**src/rtl/fir_tdm_filter.sv**
```systemverilog
// ---------------------------------------------------------------------------
// fir_tdm_filter
//
// Multi-channel FIR filter built around one time-multiplexed multiplier.
// A frame carries one sample per channel; every channel has its own circular
// delay line, and all channels share one runtime-loadable coefficient set.
// Each frame is processed as NUM_CH*NUM_TAPS MAC cycles (channel-major),
// then one round/saturate cycle, and the result is held until the
// downstream accepts it.
//
// Ports:
//   clk           clock
//   resetn        synchronous active-low reset
//   s_valid       input frame valid
//   s_ready       input frame accepted on s_valid && s_ready (IDLE only)
//   s_data        NUM_CH packed samples, channel c at [c*DATA_WIDTH +: DATA_WIDTH]
//   m_valid       output frame valid
//   m_ready       downstream accepts output frame
//   m_data        filtered frame, same packing as s_data
//   m_sat         per-channel "result was clipped" flags, valid with m_valid
//   coef_wr_en    coefficient write strobe
//   coef_wr_addr  tap index of the coefficient write
//   coef_wr_data  coefficient value, signed Q1.(COEF_WIDTH-1)
//   coef_wr_ready high when coefficient writes are accepted (IDLE only)
//   flush         clear delay-line history (IDLE only)
// ---------------------------------------------------------------------------
module fir_tdm_filter #(
    parameter int DATA_WIDTH = 16,
    parameter int COEF_WIDTH = 16,
    parameter int NUM_TAPS   = 16,
    parameter int NUM_CH     = 2,
    parameter int ACC_WIDTH  = DATA_WIDTH + COEF_WIDTH + $clog2(NUM_TAPS)
) (
    input  logic                           clk,
    input  logic                           resetn,
    input  logic                           s_valid,
    output logic                           s_ready,
    input  logic [NUM_CH*DATA_WIDTH-1:0]   s_data,
    output logic                           m_valid,
    input  logic                           m_ready,
    output logic [NUM_CH*DATA_WIDTH-1:0]   m_data,
    output logic [NUM_CH-1:0]              m_sat,
    input  logic                           coef_wr_en,
    input  logic [$clog2(NUM_TAPS)-1:0]    coef_wr_addr,
    input  logic [COEF_WIDTH-1:0]          coef_wr_data,
    output logic                           coef_wr_ready,
    input  logic                           flush
);

    localparam int ADDR_W = $clog2(NUM_TAPS);
    localparam int CH_W   = (NUM_CH > 1) ? $clog2(NUM_CH) : 1;
    localparam int PROD_W = DATA_WIDTH + COEF_WIDTH;

    localparam logic [1:0] S_IDLE  = 2'd0;
    localparam logic [1:0] S_MAC   = 2'd1;
    localparam logic [1:0] S_ROUND = 2'd2;
    localparam logic [1:0] S_OUT   = 2'd3;

    localparam logic [ADDR_W-1:0] LAST_TAP = ADDR_W'(NUM_TAPS - 1);
    localparam logic [CH_W-1:0]   LAST_CH  = CH_W'(NUM_CH - 1);

    // Half an LSB of the output in Q(COEF_WIDTH-1) units: round half up.
    localparam logic signed [ACC_WIDTH-1:0] RND_BIAS = ACC_WIDTH'(1) << (COEF_WIDTH - 2);
    localparam logic signed [ACC_WIDTH-1:0] Y_MAX    = (ACC_WIDTH'(1) << (DATA_WIDTH - 1)) - ACC_WIDTH'(1);
    localparam logic signed [ACC_WIDTH-1:0] Y_MIN    = ~Y_MAX;
    // Largest positive coefficient (just under 1.0) makes the filter an identity.
    localparam logic signed [COEF_WIDTH-1:0] COEF_ONE = {1'b0, {(COEF_WIDTH-1){1'b1}}};

    // -----------------------------------------------------------------------
    // Registers
    // -----------------------------------------------------------------------
    logic [1:0]                     r_state;
    logic [ADDR_W-1:0]              r_wp;       // next write slot, shared by all channels
    logic [ADDR_W-1:0]              r_newest;   // slot holding the sample of this frame
    logic [ADDR_W-1:0]              r_rd;       // delay-line slot read this MAC cycle
    logic [CH_W-1:0]                r_ch;
    logic [ADDR_W-1:0]              r_tap;
    logic signed [ACC_WIDTH-1:0]    r_acc;
    logic signed [ACC_WIDTH-1:0]    r_res [NUM_CH];
    logic signed [COEF_WIDTH-1:0]   r_coef [NUM_TAPS];
    logic                           r_m_valid;
    logic [NUM_CH*DATA_WIDTH-1:0]   r_m_data;
    logic [NUM_CH-1:0]              r_m_sat;

    // -----------------------------------------------------------------------
    // Wires
    // -----------------------------------------------------------------------
    logic                           w_idle;
    logic                           w_accept;
    logic                           w_flush_en;
    logic                           w_coef_we;
    logic [ADDR_W-1:0]              w_wr_pos;
    logic [ADDR_W-1:0]              w_wr_pos_next;
    logic signed [DATA_WIDTH-1:0]   w_tap_x [NUM_CH];
    logic signed [DATA_WIDTH-1:0]   w_x;
    logic signed [COEF_WIDTH-1:0]   w_c;
    logic signed [PROD_W-1:0]       w_prod;
    logic signed [ACC_WIDTH-1:0]    w_acc_sum;
    logic signed [ACC_WIDTH-1:0]    w_rnd [NUM_CH];
    logic signed [ACC_WIDTH-1:0]    w_shr [NUM_CH];
    logic                           w_hi  [NUM_CH];
    logic                           w_lo  [NUM_CH];
    logic [DATA_WIDTH-1:0]          w_y   [NUM_CH];

    assign w_idle        = (r_state == S_IDLE);
    assign s_ready       = resetn && w_idle;
    assign coef_wr_ready = resetn && w_idle;
    assign w_accept      = s_valid && s_ready;
    assign w_flush_en    = w_idle && flush;
    assign w_coef_we     = coef_wr_en && coef_wr_ready && (32'(coef_wr_addr) < NUM_TAPS);

    // A flush on the accept edge restarts history, so the new sample lands in slot 0.
    assign w_wr_pos      = w_flush_en ? '0 : r_wp;
    assign w_wr_pos_next = (w_wr_pos == LAST_TAP) ? '0 : w_wr_pos + ADDR_W'(1);

    // MAC datapath: one full-precision signed product per cycle.
    assign w_x       = w_tap_x[r_ch];
    assign w_c       = r_coef[r_tap];
    assign w_prod    = PROD_W'(w_c) * PROD_W'(w_x);
    assign w_acc_sum = r_acc + ACC_WIDTH'(w_prod);

    assign m_valid = r_m_valid;
    assign m_data  = r_m_data;
    assign m_sat   = r_m_sat;

    // -----------------------------------------------------------------------
    // Per-channel delay lines and round/saturate
    // -----------------------------------------------------------------------
    genvar gi;
    generate
        for (gi = 0; gi < NUM_CH; gi++) begin : g_ch
            logic signed [DATA_WIDTH-1:0] r_dl [NUM_TAPS];

            // Zeroed history stands in for samples older than reset/flush.
            always_ff @(posedge clk) begin
                if (!resetn) begin
                    for (int i = 0; i < NUM_TAPS; i++) r_dl[i] <= '0;
                end else begin
                    if (w_flush_en) begin
                        for (int i = 0; i < NUM_TAPS; i++) r_dl[i] <= '0;
                    end
                    if (w_accept) begin
                        r_dl[w_wr_pos] <= s_data[gi*DATA_WIDTH +: DATA_WIDTH];
                    end
                end
            end

            assign w_tap_x[gi] = r_dl[r_rd];

            assign w_rnd[gi] = r_res[gi] + RND_BIAS;
            assign w_shr[gi] = w_rnd[gi] >>> (COEF_WIDTH - 1);
            assign w_hi[gi]  = (w_shr[gi] > Y_MAX);
            assign w_lo[gi]  = (w_shr[gi] < Y_MIN);
            assign w_y[gi]   = w_hi[gi] ? Y_MAX[DATA_WIDTH-1:0] :
                               w_lo[gi] ? Y_MIN[DATA_WIDTH-1:0] :
                                          w_shr[gi][DATA_WIDTH-1:0];
        end
    endgenerate

    // -----------------------------------------------------------------------
    // Control, accumulator, coefficients and output registers
    // -----------------------------------------------------------------------
    always_ff @(posedge clk) begin
        if (!resetn) begin
            r_state   <= S_IDLE;
            r_wp      <= '0;
            r_newest  <= '0;
            r_rd      <= '0;
            r_ch      <= '0;
            r_tap     <= '0;
            r_acc     <= '0;
            r_m_valid <= 1'b0;
            r_m_data  <= '0;
            r_m_sat   <= '0;
            for (int c = 0; c < NUM_CH; c++) r_res[c] <= '0;
            for (int k = 0; k < NUM_TAPS; k++) r_coef[k] <= '0;
            r_coef[0] <= COEF_ONE;
        end else begin
            if (w_coef_we) begin
                r_coef[coef_wr_addr] <= coef_wr_data;
            end

            case (r_state)
                S_IDLE: begin
                    if (w_flush_en) begin
                        r_wp <= '0;
                    end
                    if (w_accept) begin
                        r_wp     <= w_wr_pos_next;
                        r_newest <= w_wr_pos;
                        r_rd     <= w_wr_pos;
                        r_ch     <= '0;
                        r_tap    <= '0;
                        r_acc    <= '0;
                        r_state  <= S_MAC;
                    end
                end

                S_MAC: begin
                    if (r_tap == LAST_TAP) begin
                        // Channel done: park its sum, restart from the newest sample.
                        r_res[r_ch] <= w_acc_sum;
                        r_acc       <= '0;
                        r_tap       <= '0;
                        r_rd        <= r_newest;
                        if (r_ch == LAST_CH) begin
                            r_state <= S_ROUND;
                        end else begin
                            r_ch <= r_ch + CH_W'(1);
                        end
                    end else begin
                        r_acc <= w_acc_sum;
                        r_tap <= r_tap + ADDR_W'(1);
                        // Walk backwards in time through the circular buffer.
                        r_rd  <= (r_rd == '0) ? LAST_TAP : r_rd - ADDR_W'(1);
                    end
                end

                S_ROUND: begin
                    for (int c = 0; c < NUM_CH; c++) begin
                        r_m_data[c*DATA_WIDTH +: DATA_WIDTH] <= w_y[c];
                        r_m_sat[c] <= w_hi[c] | w_lo[c];
                    end
                    r_m_valid <= 1'b1;
                    r_state   <= S_OUT;
                end

                S_OUT: begin
                    if (m_ready) begin
                        r_m_valid <= 1'b0;
                        r_state   <= S_IDLE;
                    end
                end

                default: r_state <= S_IDLE;
            endcase
        end
    end

endmodule

```
**config.mk**
```make
export PLATFORM = sky130hd
export DESIGN_NAME = fir_tdm_filter
export DESIGN_NICKNAME = d
export VERILOG_FILES = /design/src/rtl/fir_tdm_filter.sv
export SDC_FILE = /design/constraint.sdc
export NUM_CORES = 2
export LEC_CHECK = 0
export CAP_MARGIN = 20
export CORE_UTILIZATION = 40
export CTS_BUF_LIST = sky130_fd_sc_hd__clkbuf_4
export CTS_CLUSTER_DIAMETER = 60
export DETAILED_ROUTE_END_ITERATION = 6
export GPL_TIMING_DRIVEN = 0
export PLACE_DENSITY = 0.6
export SLEW_MARGIN = 0
export SYNTH_ARGS = -nofsm -noshare
export SYNTH_HDL_FRONTEND = slang
export SYNTH_SLANG_ARGS = --single-unit
```
**constraint.sdc**
```tcl
create_clock -name clk -period 8.35 [get_ports clk]
set_input_delay 0.835 -clock clk [delete_from_list [all_inputs] [get_ports clk]]
set_output_delay 0.835 -clock clk [all_outputs]
set_load 0.01 [all_outputs]
```
==> flow_summary_export.csv <==
group,metric,value,unit
worst_hold_path,min_path_cells,2,
synth,ys_seq_elements,910,
synth,synth-xor-area-share,0.01113,
timing,final_hold_viol_count,0,
routing,routed_wl,158.2,mm
critical_path,endpoint_kind,"flop",
floorplan,die_area,133200,um^2
routing,route.detailed.drc,0,
routing,vias_per_cell,5.365,
synth,synth.avg_cell_area,13.01,um^2
synth,synth_cells,4052,
global_route,grt.total_usage,0.2386,
worst_hold_path,min_path_type,"primary input to flop",
global_route,grt_max_degree,25,
routing,routedWlPerCell,24.56,um
synth,netlist_area,52710,um^2
placed_design,post-dp-hpwl,113.3,mm
worst_hold_path,hp-start,"s_data[20]",
synth,yosys.area_share.simple,0.1491,
clocking,insertion_delay,1250,ps
synth,synth-edff-count,812,
global_route,grt_antenna_before_repair,9,
critical_path,crit_fanout,7,
cells_and_area,final_util,0.4741,
clocking,cts-root-buf,"clkbuf_4",
clocking,cts.sinks,910,
critical_path,crit_slowest_cell,"mux4_2",
critical_path,r2r-end,"r_res[0][26]",
global_route,grt_pass1_vias,34600,
synth,synth_compound_area_frac,0.03380,
cells_and_area,final_net_count,4996,
cells_and_area,layout-drive-gt1-share,0.2033,
synth,syn-num-nets,4544,
worst_hold_path,holdPathEnd,"g_ch[1].r_dl[14][4]",
critical_path,rrSetupSlack,130,ps
synth,async_flop_share,0,
placed_design,io_buffers,94,
global_route,grt_pass1_wl,229.4,mm
synth,synth_area_leaders,"edfxtp_1 (46%), fa_1 (12%), mux4_2 (9.4%)",
routing,num_vias,34575,
global_route,overflow,0,
timing,tightest_slew,1124,ps
synth,yosysMostFrequentCell,"edfxtp_1",
floorplan,ios,95,
clocking,path_clk_slew,70,ps
routing,drtIter0Drc,3573,
critical_path,path_delay_family,"adder cells",
floorplan,initial_core_util,0.4050,
timing,setup_violations,0,
floorplan,num_rows,132,
synth,yosys_warnings,0,
floorplan,chipHeight,365,um
critical_path,reg2reg_depth,29,
synth,synth_top_family_by_area,"simple AND/OR/NAND/NOR gates",
timing,clock_skew,111.3,ps
critical_path,cpMostUsedCell,"fa_1",
job,cap_viol_max_count,0,
timing,fin_tns_setup,0,ps
timing,drv_slew,0,
timing,max_clock_freq,121.7,MHz
synth,yosys.area_share.adder,0.1477,
synth,ys_seq_area_frac,0.4998,
clocking,htree_levels,4,
status,status,"complete, no violations",
synth,yosys-top-cells-count,"edfxtp_1 (812), and2_1 (643), inv_1 (392), fa_1 (314), nor2_1 (234)",
timing,fin_crit_sh,0.9841,
synth,yosysTopAreaCell,"edfxtp_1",
clocking,cts_tree,"done",
critical_path,crit_buf_inv,10,
timing,finalCriticalPeriod,8217,ps
critical_path,critPathRequiredTime,9310,ps
critical_path,cp-start-kind,"flop",
synth,synth.distinct_cells,70,
synth,synth_top_area_frac,0.4626,
floorplan,core_region_area,130100,um^2
synth,synthMuxAreaShare,0.1080,
routing,drtPass1Iterations,6,
routing,ant_nets,0,
timing,relSlewSlack,0.2430,
floorplan,die_x,365,um
cells_and_area,syn_to_final_growth,17.07,%
synth,synthFlopType,"edfxtp_1",
critical_path,crit_arrival,9170,ps
critical_path,critPathKind,"flop to flop",
critical_path,max_stage_delay,600,ps
clocking,clock_path_buffers,3,
placed_design,gp_congestion,0.8559,
clocking,numCtsBuffers,239,
==> registers in the layout, summed over array words and instances (netlist names), named ones only <==
name       cells
r_coef       256
r_newest       4
g_ch.r_dl    512
r_state        2
r_res         44
m_valid        1
r_tap          4
r_wp           4
r_ch           1
r_acc         36
m_data        32
m_sat          2
r_rd           4
==> cell type report <==
class	count	area, um^2
fill	11683	68440
sequential	910	26350
multi-input combinational	2489	24310
timing repair buffer	216	2744
clock buffer	353	2650
tap	1742	2180
buffer	255	1526
inverter	393	1479
clock inverter	77	447.9
antenna	9	22.52
==> cell usage in the layout (no fill, tap or decap), types with 49 or more instances in the layout <==
cell	instances
edfxtp_1	812
and2_1	643
inv_1	389
clkbuf_4	360
fa_1	305
nor2_1	232
mux4_2	221
nand2_1	186
clkbuf_1	170
and3_1	146
ha_1	108
dfxtp_1	97
clkdlybuf4s50_1	94
buf_4	63
o21ai_0	52
clkinv_1	49
==> worst register-to-register path: cells and delay by family (launching register included) <==
kind	cells	cell delay [ps]
and+or+nand+nor	5	850
buffers and inverters	10	1080
xor gates and xnor gates	1	340
muxes	3	1450
DFF	1	340
AOI/OAI and AO/OA	3	520
adders and majority gates	7	3360
==> per-stage QoR <==
stage / setup WS, ps / hold WS, ps / instances / instance area [um^2]
floorplan: 512.8 / 431.5 / 4052 / 52710
global placement: -1710 / 454.3 / 5888 / 55830
detailed placement: -1545 / 450.4 / 5938 / 57020
CTS: 12.08 / 218.9 / 6393 / 60870
global route: -33.00 / 328.6 / 6443 / 61700
finish: 132.9 / 349.7 / 6444 / 61710
==> worst max path at each step <==
stage               start      endpoint  slack, ps  depth (start not counted)
floorplan            flop  r_res[0][29]        510                         25
global placement     flop  r_res[1][32]      -1710                         27
detailed placement   flop  r_res[1][32]      -1550                         27
CTS                  flop  r_res[1][32]         10                         30
global route         flop  r_res[0][29]        -30                         31
finish               flop  r_res[0][26]        130                         29
==> metal layers <==
| metal | wire length (um) | track usage |
|---|---|---|
| met1 | 65290 | 0.3206 |
| met2 | 74630 | 0.3805 |
| met3 | 12210 | 0.04815 |
| met4 | 6055 | 0.09312 |
| met5 | 54 | 0 |
==> cells by family after synthesis <==
kind of cell             after synthesis
adder cells (fa/ha/maj)              434
buffers and inverters                653
AO/OA/AOI/OAI                        279
AND/OR/NAND/NOR                     1431
multiplexers                         278
XOR/XNOR                              67
flip-flops                           910
==> repair_timing <==
| action | 4_1_cts | 5_1_grt |
|---|---|---|
| setup buffers | 28 | 36 |
| resized for setup | 143 | 88 |
| pin swaps | 9 | 13 |
| hold buffers | 0 | 0 |
| cloned | 0 | 5 |
| endpoints found under the setup margin | 66 | 62 |
Power is not shown: default switching activity piles up to over one toggle a cycle in this logic, so the estimate is an artifact.
